$ cat src/rtl/any1_pkg.sv
// Shared types for the ANY-1 load/store path: vector address-generation modes
// and the latched control fields of a vector memory request.
package any1_pkg;

  typedef enum logic [1:0] {
    AGEN_UNIT   = 2'd0,
    AGEN_STRIDE = 2'd1,
    AGEN_INDEX  = 2'd2,
    AGEN_RSVD   = 2'd3
  } agen_mode_t;

  // Width-independent req_* fields; base/imm/stride/mask stay parametric in the top.
  typedef struct packed {
    agen_mode_t mode;
    logic [1:0] sz;
    logic [2:0] sc;
  } vagen_req_t;

endpackage

$ cat src/rtl/any1_vagen_lane.sv
// Combinational effective address of one lane from the group pointer.
// Zero latency, no flow control.
module any1_vagen_lane
  import any1_pkg::*;
#(
  parameter int AWID = 32
) (
  input  agen_mode_t      mode_i,
  input  logic [AWID-1:0] ptr_i,
  input  logic [1:0]      lane_i,
  input  logic [AWID-1:0] stride_i,
  input  logic [1:0]      sz_i,
  input  logic [2:0]      sc_i,
  input  logic [AWID-1:0] idx_i,
  output logic [AWID-1:0] addr_o
);

  logic [AWID-1:0] lane_w;
  logic [AWID-1:0] lane_stride;

  // lane*stride for lane 0..3 built from shifts and one add.
  always_comb begin
    lane_w = AWID'(lane_i);
    case (lane_i)
      2'd0:    lane_stride = '0;
      2'd1:    lane_stride = stride_i;
      2'd2:    lane_stride = stride_i << 1;
      default: lane_stride = (stride_i << 1) + stride_i;
    endcase
  end

  always_comb begin
    addr_o = ptr_i;
    case (mode_i)
      AGEN_UNIT:   addr_o = ptr_i + (lane_w << sz_i);
      AGEN_STRIDE: addr_o = ptr_i + lane_stride;
      AGEN_INDEX:  addr_o = ptr_i + (idx_i << sc_i);
      default:     addr_o = ptr_i;
    endcase
  end

endmodule

$ cat src/rtl/any1_vagen.sv
// Vector address sequencer: one request in, LANES-wide address beats out; first beat at T+1 (INDEX: after idx handshake).
// Registered outputs hold while ea_ready is low; index groups are pulled only when the output register is free.
module any1_vagen
  import any1_pkg::*;
#(
  parameter int AWID  = 32,
  parameter int LANES = 2,
  parameter int MAXVL = 64
) (
  input  logic                      clk,
  input  logic                      rst_n,
  input  logic                      req_valid,
  output logic                      req_ready,
  input  logic [1:0]                req_mode,
  input  logic [AWID-1:0]           req_base,
  input  logic [AWID-1:0]           req_imm,
  input  logic [AWID-1:0]           req_stride,
  input  logic [1:0]                req_sz,
  input  logic [2:0]                req_sc,
  input  logic [$clog2(MAXVL):0]    req_vl,
  input  logic [MAXVL-1:0]          req_mask,
  input  logic                      idx_valid,
  output logic                      idx_ready,
  input  logic [LANES*AWID-1:0]     idx_val,
  output logic                      ea_valid,
  input  logic                      ea_ready,
  output logic [LANES*AWID-1:0]     ea,
  output logic [LANES-1:0]          ea_lmask,
  output logic [$clog2(MAXVL)-1:0]  ea_elem,
  output logic                      ea_last,
  output logic                      done,
  output logic                      err
);

  localparam int VLW = $clog2(MAXVL) + 1;
  localparam int EW  = $clog2(MAXVL);

  typedef enum logic {S_IDLE, S_RUN} state_t;

  state_t                 state_q, state_d;
  vagen_req_t             cfg_q, cfg_d;
  logic [AWID-1:0]        ptr_q, ptr_d;
  logic [AWID-1:0]        stride_q, stride_d;
  logic [AWID-1:0]        inc_q, inc_d;
  logic [MAXVL-1:0]       act_q, act_d;
  logic [VLW-1:0]         e_q, e_d;
  logic                   ea_valid_q, ea_valid_d;
  logic [LANES*AWID-1:0]  ea_q, ea_d;
  logic [LANES-1:0]       lmask_q, lmask_d;
  logic [EW-1:0]          elem_q, elem_d;
  logic                   last_q, last_d;
  logic                   done_q, done_d;
  logic                   err_q, err_d;

  logic [MAXVL-1:0]       req_act;
  logic [MAXVL-1:0]       act_rest;
  logic [LANES-1:0]       grp_mask;
  logic [LANES*AWID-1:0]  lane_addr;
  logic [LANES*AWID-1:0]  grp_ea;
  logic                   out_free, idx_ok, gen, step, finish;

  always_comb begin
    req_act = '0;
    for (int i = 0; i < MAXVL; i++) begin
      req_act[i] = req_mask[i] && (VLW'(i) < req_vl);
    end
  end

  // act_q is the remaining active-element map, shifted down one group per step,
  // so its low LANES bits are the current group and the rest is the ea_last lookahead.
  assign grp_mask = act_q[LANES-1:0];
  assign act_rest = act_q >> LANES;

  for (genvar l = 0; l < LANES; l++) begin : g_lane
    any1_vagen_lane #(.AWID(AWID)) u_lane (
      .mode_i   (cfg_q.mode),
      .ptr_i    (ptr_q),
      .lane_i   (2'(l)),
      .stride_i (stride_q),
      .sz_i     (cfg_q.sz),
      .sc_i     (cfg_q.sc),
      .idx_i    (idx_val[l*AWID +: AWID]),
      .addr_o   (lane_addr[l*AWID +: AWID])
    );
  end

  always_comb begin
    grp_ea = '0;
    for (int l = 0; l < LANES; l++) begin
      if (grp_mask[l]) grp_ea[l*AWID +: AWID] = lane_addr[l*AWID +: AWID];
    end
  end

  assign out_free  = !ea_valid_q || ea_ready;
  assign idx_ok    = (cfg_q.mode != AGEN_INDEX) || idx_valid;
  assign gen       = (state_q == S_RUN) && (act_q != '0);
  assign step      = gen && out_free && idx_ok;
  assign finish    = (state_q == S_RUN) && (act_q == '0) && out_free;
  assign idx_ready = gen && out_free && (cfg_q.mode == AGEN_INDEX);

  always_comb begin
    state_d    = state_q;
    cfg_d      = cfg_q;
    ptr_d      = ptr_q;
    stride_d   = stride_q;
    inc_d      = inc_q;
    act_d      = act_q;
    e_d        = e_q;
    ea_valid_d = ea_valid_q;
    ea_d       = ea_q;
    lmask_d    = lmask_q;
    elem_d     = elem_q;
    last_d     = last_q;
    done_d     = 1'b0;
    err_d      = 1'b0;
    case (state_q)
      S_IDLE: begin
        if (req_valid) begin
          state_d  = S_RUN;
          cfg_d    = '{mode: agen_mode_t'(req_mode), sz: req_sz, sc: req_sc};
          ptr_d    = req_base + req_imm;
          stride_d = req_stride;
          e_d      = '0;
          act_d    = (agen_mode_t'(req_mode) == AGEN_RSVD) ? '0 : req_act;
          case (agen_mode_t'(req_mode))
            AGEN_UNIT:   inc_d = AWID'(LANES) << req_sz;
            AGEN_STRIDE: inc_d = AWID'(LANES) * req_stride;
            default:     inc_d = '0;
          endcase
        end
      end
      S_RUN: begin
        if (ea_valid_q && ea_ready) ea_valid_d = 1'b0;
        // Empty groups still advance pointer/element and consume their index group.
        if (step) begin
          act_d = act_rest;
          e_d   = e_q + VLW'(LANES);
          ptr_d = ptr_q + inc_q;
          if (grp_mask != '0) begin
            ea_valid_d = 1'b1;
            ea_d       = grp_ea;
            lmask_d    = grp_mask;
            elem_d     = e_q[EW-1:0];
            last_d     = (act_rest == '0);
          end
        end
        if (finish) begin
          state_d = S_IDLE;
          done_d  = 1'b1;
          err_d   = (cfg_q.mode == AGEN_RSVD);
        end
      end
      default: state_d = S_IDLE;
    endcase
  end

  always_ff @(posedge clk) begin
    if (!rst_n) begin
      state_q    <= S_IDLE;
      cfg_q      <= '{mode: AGEN_UNIT, sz: 2'd0, sc: 3'd0};
      ptr_q      <= '0;
      stride_q   <= '0;
      inc_q      <= '0;
      act_q      <= '0;
      e_q        <= '0;
      ea_valid_q <= 1'b0;
      ea_q       <= '0;
      lmask_q    <= '0;
      elem_q     <= '0;
      last_q     <= 1'b0;
      done_q     <= 1'b0;
      err_q      <= 1'b0;
    end else begin
      state_q    <= state_d;
      cfg_q      <= cfg_d;
      ptr_q      <= ptr_d;
      stride_q   <= stride_d;
      inc_q      <= inc_d;
      act_q      <= act_d;
      e_q        <= e_d;
      ea_valid_q <= ea_valid_d;
      ea_q       <= ea_d;
      lmask_q    <= lmask_d;
      elem_q     <= elem_d;
      last_q     <= last_d;
      done_q     <= done_d;
      err_q      <= err_d;
    end
  end

  assign req_ready = (state_q == S_IDLE);
  assign ea_valid  = ea_valid_q;
  assign ea        = ea_q;
  assign ea_lmask  = lmask_q;
  assign ea_elem   = elem_q;
  assign ea_last   = last_q;
  assign done      = done_q;
  assign err       = err_q;

endmodule

$ cat config.mk
export PLATFORM = sky130hd
export DESIGN_NAME = any1_vagen
export DESIGN_NICKNAME = d
export VERILOG_FILES = /design/src/rtl/any1_pkg.sv /design/src/rtl/any1_vagen_lane.sv /design/src/rtl/any1_vagen.sv
export SDC_FILE = /design/constraint.sdc
export NUM_CORES = 1
export LEC_CHECK = 0
export CAP_MARGIN = 15
export CORE_UTILIZATION = 35
export DETAILED_ROUTE_END_ITERATION = 7
export HOLD_SLACK_MARGIN = 0.1
export PLACE_DENSITY = 0.57
export SLEW_MARGIN = 40
export SYNTH_ARGS = -nofsm -noshare
export SYNTH_HDL_FRONTEND = slang
export SYNTH_SLANG_ARGS = --single-unit
$ cat constraint.sdc
create_clock -name clk -period 5.2 [get_ports clk]
set_clock_uncertainty 0.2 [all_clocks]
set_input_delay 1.04 -clock clk [delete_from_list [all_inputs] [get_ports clk]]
set_output_delay 1.04 -clock clk [all_outputs]
set_load 0.05 [all_outputs]
==> results.md <==
- Worst hold slack: 257 ps
- CTS Buf Count: 34
- Slew Viols, Final: 0
- XOR/XNOR Fraction of Synth Area: 0.0477
- Vias in the first global route: 19200
- Crit path launch type: input port
- Root buf cell: clkbuf_16
- Power per cell area: 268 nW/µm²
- Net Count, Synth: 2805
- Post-synthesis mux area share: 0.0822
- Average size of a mapped cell: 7.86 µm²
- Row count: 85
- Main combinational cell family by area after synthesis: compound AO/OA/AOI/OAI gates
- WP data arrival: 5190 ps
- Synthesized flop and latch total: 247
- Max Fclk: 0.201 GHz
- Post_cts resized: 0
- Placed insts: 3394
- Peak supply drop: 0.200 mV
- Most common cell in the netlist: nand2_1
- Chip Height: 236 µm
- Routed wire length: 75.1 mm
- H-tree Lvls: 2
- Final worst path period need: 4960 ps
- Synth-to-Final Area Change: 28.9%
- Worst-margin pin slew: 799 ps
- Max Root-Sink Buffers: 3
- Postcts setup bufs: 0
- Drt wl/cell: 21.7 µm
- Final std cells w/o fill: 3458
- Maxcap violations: 0
- Power Total: 6.60 mW
- DR iter-0 viols: 1897
- Finish-stage setup viols: 0
- Clock sink count: 247
- Netlist cell types: 78
- Starting density of the core: 0.355
- DR vias: 20000
- Worst Setup End Kind: flip-flop
- Clk slew on worst S/H paths: 60 ps
- Synth cell count leaders: nand2_1 (324), nor2_1 (269), dfxtp_1 (247)
- CP required: 5420 ps
- Main flop type after synthesis: dfxtp_1
- Synth area leader: dfxtp_1
- Post-synthesis sequential area ratio: 0.259
- Final nets: 3110
- Fraction of registers with async set/reset: 0
- Port bufs: 319
- Num ports: 321
- Drt pass-1 iters: 6
- Critical path class: input port to flip-flop
- Post-DP HPWL: 57.2 mm
- Die width: 236 µm
- Status: complete, no violations
- Largest net degree at the start of global routing: 85
- GP Congestion: 0.946
- Clock Latency Late Sink: 550 ps
- Die area: 55500 µm²
- Tcrit/Tclk final: 0.955
- Hold/Removal Path Class: flip-flop to flip-flop
- Final ANT Viol Nets: 0
- Leak: 9.61 nW
- GRT Total Usage: 0.263
- Remaining DRCs: 0
- Synthesized area: 19100 µm²
- Initial antenna violation count: 4
- Slew headroom: 0.466
- TritonCTS clock tree: built
- Final hold violation count: 0
- Crit-path max FO: 4
- RSZ-0062 raised after global routing: false
- CTS Hold Bufs: 0
- EDFF count, synth: 0
- Final Cell Area: 24600 µm²
- Area share of fa/ha/maj cells after synthesis: 0.0888
- GRT overflow: 0
- Via density: 5.80
- Post-synthesis compound-gate area fraction: 0.290
- Post-synthesis simple-gate area fraction: 0.192
- Core area: 53800 µm²
- Syn Inst Count: 2429
- Share of the synthesized area in the top cell type: 0.259
- Global-route wire length before repair: 115 mm
- Yosys warns: 0
- Placed inst area: 23400 µm²
- Layout cells sized above 1: 0.0993
- Main area contributors after synthesis: dfxtp_1 (26%), ha_1 (8.5%), nand2_1 (6.4%)
==> metrics by stage <==
stage,setup slack (ps),utilization,TNS (ps)
6_report,235,0.457,0
5_1_grt,55.9,0.457,0
4_1_cts,336,0.457,0
3_5_place_dp,-240,0.435,-1040
3_3_place_gp,-280,0.435,-936
2_1_floorplan,239,-,0
==> metal layers <==
layer / part of all wire / track usage
met3: 0.055 / 0.0373
met2: 0.47 / 0.432
met5: 0 / 0
met1: 0.44 / 0.342
met4: 0.040 / 0.115
==> worst max-delay path, cell delays in order <==
cell and delay (ps):
clkdlybuf4s50_1 500, mux2_2 360, mux4_2 470, a22oi_1 180
nor2b_1 70, ha_1 330, a21oi_1 160, o21ai_0 200
a2111oi_4 390, o41ai_2 150, a311oi_2 350, nor3_2 120
a2111oi_4 370, xnor2_1 110, a222oi_1 310, nor2_1 70
==> final timing paths <==
path,cells past startpoint,slack (ps),start,endpoint
setup / recovery,16,240,idx_val[42],ea[60]
hold / removal,2,260,ea[18],ea[18]
setup reg to reg,15,410,cfg_q[1],ea[60]
hold reg to reg,2,260,ea[18],ea[18]
==> cell type report <==
cell class	count	area, µm²
antenna	4	10.0
clock buffer	42	932
clock inverter	18	218
fill	5363	29200
inverter	47	181
multi-input combinational	1982	13400
sequential	247	4950
tap	696	871
timing repair buffer	422	4000
==> cells in the final DEF (no fill, tap or decap), types with 30 or more instances in the layout <==
cell	count
xnor2_1	66
a32oi_1	55
nor2_1	269
mux2i_1	33
nand2_1	323
dfxtp_1	243
xor2_1	38
buf_4	99
clkbuf_16	35
a21oi_1	204
o21ai_0	113
nand3_1	38
mux4_2	38
a22oi_1	88
nor3_1	30
inv_1	44
a21o_1	55
nor2b_1	49
mux2_2	34
a211oi_1	77
clkdlybuf4s50_1	319
ha_1	128
==> flip-flops by register name, indices dropped and copies added (netlist names), 2 cells and up <==
| name | count |
|---|---|
| act_q | 64 |
| cfg_q | 7 |
| e_q | 5 |
| ea | 64 |
| ea_elem | 5 |
| ea_lmask | 2 |
| inc_q | 31 |
| ptr_q | 32 |
| stride_q | 32 |
==> cell families after synthesis <==
kind of cell | count (synthesis)
adder cells (fa/ha/maj) | 133
AO/OA/AOI/OAI | 808
multiplexers | 105
AND/OR/NAND/NOR | 831
other | 1
flip-flops | 247
buffers and inverters | 200
XOR/XNOR | 104
==> power breakdown <==
part           total (mW)  switching (mW)  internal (mW)  leakage [nW]
Sequential           2.24           0.210           2.03          2.02
Clock                2.45           0.968           1.48         0.567
Combinational        1.92            1.09          0.832          7.02
Total                6.60            2.26           4.34          9.61
Note: power is estimated with default switching activity, not from simulation.
==> patch 1 (same settings) <==
Register the input `req_mode` before use, without a reset. The logic sees it one clock later. The other inputs are not delayed to match.
--- a/src/rtl/any1_vagen.sv
+++ b/src/rtl/any1_vagen.sv
@@ -37,6 +37,12 @@
 
   typedef enum logic {S_IDLE, S_RUN} state_t;
 
+  logic [1:0] req_mode_q;
+
+  always_ff @(posedge clk) begin
+    req_mode_q <= req_mode;
+  end
+
   state_t                 state_q, state_d;
   vagen_req_t             cfg_q, cfg_d;
   logic [AWID-1:0]        ptr_q, ptr_d;
@@ -117,12 +123,12 @@
       S_IDLE: begin
         if (req_valid) begin
           state_d  = S_RUN;
-          cfg_d    = '{mode: agen_mode_t'(req_mode), sz: req_sz, sc: req_sc};
+          cfg_d    = '{mode: agen_mode_t'(req_mode_q), sz: req_sz, sc: req_sc};
           ptr_d    = req_base + req_imm;
           stride_d = req_stride;
           e_d      = '0;
-          act_d    = (agen_mode_t'(req_mode) == AGEN_RSVD) ? '0 : req_act;
-          case (agen_mode_t'(req_mode))
+          act_d    = (agen_mode_t'(req_mode_q) == AGEN_RSVD) ? '0 : req_act;
+          case (agen_mode_t'(req_mode_q))
             AGEN_UNIT:   inc_d = AWID'(LANES) << req_sz;
             AGEN_STRIDE: inc_d = AWID'(LANES) * req_stride;
             default:     inc_d = '0;
Check against the original RTL: not equivalent (Yosys sat finds a counterexample within 4 cycles, from zero or initial values and one cycle with rst_n low).
==> patch 1 against the original RTL <==
- routed wire length rose by 1.2%
- sequential cell count rose by 2
- synthesized area rose by 1.0%
- synthesized cell count rose by 1.3%
- total power rose by 0.73%
- worst setup slack improved by 0.25 ns
- critical path depth fell by 1
- design area fell by 0.58%
- sequential power rose by 3%
- hold slack got worse by 0.0029 ns
- highest routed layer is now met5
==> patch 1: results <==
set metrics [dict create \
    grt_use_total 0.2632 \
    dp.cells 3380 \
    clk_latency_ns 0.56 \
    path_max_fanout 4 \
    ys_warn_count 0 \
    place.port_buffers 319 \
    routabilityCongestion 0.9133 \
    wl_met2_mm 35.13 \
    drtIter0Drc 1800 \
    place_area_sq_mm 0.02329 \
    r2r_cells 16 \
    grt_pass1_wl_mm 114.6 \
    htree_levels 2 \
    r2r-end "ea[59]$_SDFFE_PN0P_" \
    synth_common_cells "301 x nand2_1, 267 x nor2_1, 249 x dfxtp_1" \
    grt_pass1_vias 19230 \
    r2r-start "cfg_q[1]$_SDFFE_PN0P_" \
    wl_mm 76.01 \
    top_layer "met5" \
    hpwl_mm 58.68 \
    wl_met1_mm 34.46 \
    cts_root_buffer "clkbuf_16" \
    netlist_instances 2460 \
    critPathTopFamily "compound AO/OA/AOI/OAI gates" \
    min_to "stride_q[9]$_SDFFE_PN0P_" \
    swShare 0.3566 \
    drive_above_1_share 0.08482 \
    leakagePower_nw 9.421 \
    wl_per_cell_um 22.06 \
    async_flop_share 0 \
    max-clock-path-buffers 3 \
    wl_met3_mm 4.511 \
    synth_fp_nets 2836 \
    ir_worst_vdd_v 0.0002051 \
    synth.area.top_cells "dfxtp_1 26%, ha_1 8.4%, nand2_1 5.9%" \
    via_per_inst 5.877 \
    first_pass_iters 5 \
    max_stage_delay_ns 0.50 \
    multi_input_area_sq_mm 0.01360 \
    fillers 5382 \
    cts_buffers 34 \
    holdCritPathClass "flop to flop" \
    synthDistinctLibCells 84 \
    fin_nets 3098 \
    grt_max_degree 185 \
    whs_path_depth 2 \
    outcome "complete, no violations" \
    hold_start "stride_q[9]$_SDFFE_PN0P_" \
    tightest_slew_ns 0.8992 \
    cp_slowest_cell "mux4_2" \
    cts-resized-gates 0 \
    pre_cts_slack_ns 0.003693 \
    clk_pin_slew_worst_paths_ns 0.06 \
    synth.most_common_cell "nand2_1" \
    ys_seq_area_frac 0.2586 \
    critPathArrivalTime_ns 4.93 \
    post_cts_buffers 0 \
    regToRegSetupSlack_ns 0.61 \
    antenna_found_initial 3 \
    hold_violations 0 \
]
==> patch 1: cell families after synthesis <==
family / count (synthesis) / synth area share
compound gates: 836 / 0.2926
xor+xnor: 97 / 0.04407
fa+ha+maj: 133 / 0.08788
buf+inv: 195 / 0.03946
flops: 249 / 0.2586
mux: 113 / 0.08281
other cells: 1 / 0.0001945
simple gates: 836 / 0.1944
==> patch 1: worst min-delay path, stage by stage (launching register included) <==
cell and delay, ns:
dfxtp_1 0.30, nand2_1 0.05, a21oi_1 0.05
==> patch 1: cell type report <==
cell class                 count  share of cell area
multi-input combinational   2016              0.5558
inverter                      39            0.006188
timing repair buffer         382              0.1518
antenna                        3           0.0003068
clock inverter                18            0.007569
clock buffer                  43             0.03861
tap                          696             0.03559
sequential                   249              0.2042
==> patch 1: power by group through the flow <==
stage          registers, mW  logic (mW)  clock network, mW
3_5_place_dp            2.34        1.92                  0
3_3_place_gp            2.34        1.90                  0
2_1_floorplan           2.24        1.24                  0
5_1_grt                 2.32        2.12               2.51
4_1_cts                 2.30        1.93               2.45
6_report                2.31        1.95               2.39
==> patch 1: worst max path at each step <==
stage | startpoint | endpoint | slack, ns | depth (start not counted)
6_report | idx_val[40] | ea[59]$_SDFFE_PN0P_ | 0.49 | 15
5_1_grt | cfg_q[5]$_SDFFE_PN0P_ | ea[30]$_SDFFE_PN0P_ | 0.28 | 16
4_1_cts | idx_val[36] | ea[59]$_SDFFE_PN0P_ | 0.58 | 15
3_5_place_dp | idx_val[40] | ea[59]$_SDFFE_PN0P_ | 0.004 | 15
3_3_place_gp | idx_val[40] | ea[59]$_SDFFE_PN0P_ | -0.01 | 15
2_1_floorplan | idx_val[36] | ea[48]$_SDFFE_PN0P_ | 0.77 | 14
==> patch 1: through the flow <==
stage | setup TNS (ns) | hold WS (ns)
global placement | -0.01201 | 0.2461
CTS | 0 | 0.2569
detailed placement | 0 | 0.2485
finish | 0 | 0.2546
global route | 0 | 0.2811
floorplan | 0 | 0.2360
==> patch 1: layer usage <==
layer | global-route usage | vias to the layer above
met4 | 0.07261 | 2
met1 | 0.3583 | 9756
met3 | 0.03684 | 95
li1 | - | 9740
met5 | 0 | -
met2 | 0.4324 | 659
==> patch 2 (same settings) <==
Made on the original files. The parameter `MAXVL` goes from 64 to 128.
--- a/src/rtl/any1_vagen.sv
+++ b/src/rtl/any1_vagen.sv
@@ -5,7 +5,7 @@
 #(
   parameter int AWID  = 32,
   parameter int LANES = 2,
-  parameter int MAXVL = 64
+  parameter int MAXVL = 128
 ) (
   input  logic                      clk,
   input  logic                      rst_n,
Ports: changed (resized ea_elem, req_mask and req_vl); port bits go from 321 to 387. No check against the original RTL was run, so the function may have changed too.
==> patch 2 against the original RTL <==
- synthesized cell count grew 16%
- worst setup slack lost 0.11 ns
- sequential power grew 26%
- routed wire length grew 20%
- fmax shrank 2.2%
- design area grew 20%
- critical path depth shrank 9
- total power grew 25%
- synthesized area grew 20%
- via count grew 18%
- register-to-register slack gained 0.07 ns
- sequential cell count grew 66
- clock power grew 33%
==> patch 2: results <==
set metrics [dict create \
    outcome "complete, no violations" \
    max_stage_delay_ns 0.79 \
    critPathArrivalTime_ns 3.84 \
    whs_path_depth 2 \
    hpwl_mm 69.30 \
    first_pass_iters 6 \
    synth_adder_area_share 0.07407 \
    grt_max_degree 119 \
    ys_warn_count 0 \
    dr_total_vias 23580 \
    ys_seq_area_frac 0.2740 \
    wl_mm 90.48 \
    p_switching_mw 2.688 \
    min_to "ea_elem[5]$_SDFFE_PN0P_" \
    synth_mux_area_frac 0.06773 \
    antenna_found_initial 5 \
    clk_latency_ns 0.57 \
    synthDistinctLibCells 82 \
    fillers 6287 \
    fin_nets 3599 \
    drive_above_1_share 0.1267 \
    synth_common_cells "380 x nand2_1, 321 x nor2_1, 313 x dfxtp_1" \
    grt_pass1_wl_mm 136.4 \
    grt_use_total 0.2623 \
    place.port_buffers 385 \
    r2r-end "ea[30]$_SDFFE_PN0P_" \
    path_max_fanout 4 \
    hold_ws_ns 0.2612 \
    regToRegSetupSlack_ns 0.48 \
    hold_start "ea_elem[5]$_SDFFE_PN0P_" \
    r2r-start "cfg_q[1]$_SDFFE_PN0P_" \
    leakagePower_nw 10.87 \
    synth_compound_area_frac 0.3127 \
    synth.area.top_cells "dfxtp_1 27%, ha_1 7.1%, nand2_1 6.2%" \
    cp_slowest_cell "nor4_1" \
    htree_levels 2 \
    cts_buffers 40 \
    async_flop_share 0 \
    r2r_cells 17 \
    ir_worst_vdd_v 0.0002262 \
    synthXorXnorAreaFrac 0.04098 \
    synth_fp_nets 3260 \
    drtIter0Drc 1905 \
    tightest_slew_ns 0.8893 \
    grt_pass1_vias 22470 \
    routabilityCongestion 0.9540 \
]
## patch 2: logic make-up after synthesis
logic type | after synthesis
XOR/XNOR | 107
AND/OR/NAND/NOR | 969
buffers and inverters | 243
other | 1
AO/OA/AOI/OAI | 957
multiplexers | 96
adder cells (fa/ha/maj) | 133
flip-flops | 313
## patch 2: layer usage
| layer | up-vias | track usage | routed length, um |
|---|---|---|---|
| met2 | 943 | 0.4016 | 39660 |
| met1 | 11270 | 0.3824 | 42660 |
| met3 | 115 | 0.03818 | 6186 |
| met5 | - | 0 | 45 |
| li1 | 11250 | - | - |
| met4 | 6 | 0.06640 | 1927 |
## patch 2: per-stage QoR
stage	std cells	total power, mW	setup slack, ns	util	cell area, sq um
2_1_floorplan	2819	4.148	0.6508	-	22870
3_3_place_gp	3970	4.987	0.02684	0.4329	27910
3_5_place_dp	3970	5.021	0.05161	0.4334	27940
4_1_cts	4043	8.304	0.2213	0.4573	29480
5_1_grt	4046	8.626	0.07758	0.4578	29510
6_report	4048	8.282	0.1247	0.4579	29520
## patch 2: worst max path at each step
stage | startpoint | end | slack, ns | cells past startpoint
global placement | idx_val[40] | ea[63]$_SDFFE_PN0P_ | 0.03 | 16
floorplan | cfg_q[1]$_SDFFE_PN0P_ | ea[30]$_SDFFE_PN0P_ | 0.65 | 18
global route | act_q[43]$_SDFFE_PN0P_ | idx_ready | 0.08 | 7
detailed placement | idx_val[36] | ea[62]$_SDFFE_PN0P_ | 0.05 | 19
finish | act_q[43]$_SDFFE_PN0P_ | idx_ready | 0.12 | 7
CTS | act_q[43]$_SDFFE_PN0P_ | idx_ready | 0.22 | 7
## patch 2: power by group through the flow
stage | Sequential (mW) | Combinational (mW) | Clock (mW)
finish | 2.83 | 2.18 | 3.27
global route | 2.85 | 2.37 | 3.41
CTS | 2.82 | 2.16 | 3.32
detailed placement | 2.87 | 2.15 | 0
global placement | 2.87 | 2.12 | 0
floorplan | 2.79 | 1.36 | 0
## patch 2: area by class of cell
class	instances	area share
repair buffers	495	0.1615
well taps	855	0.03624
multi-input cells	2263	0.5313
clock buffers	51	0.03802
inverters	45	0.005977
diodes	4	0.0003391
clock inverters	22	0.01407
flip-flops and latches	313	0.2126
## patch 2: worst max-delay path, delay by kind of cell (launching register included)
| family | cells | cell delay, ns |
|---|---|---|
| buf+inv | 1 | 0.70 |
| flops | 1 | 0.34 |
| simple gates | 6 | 2.22 |
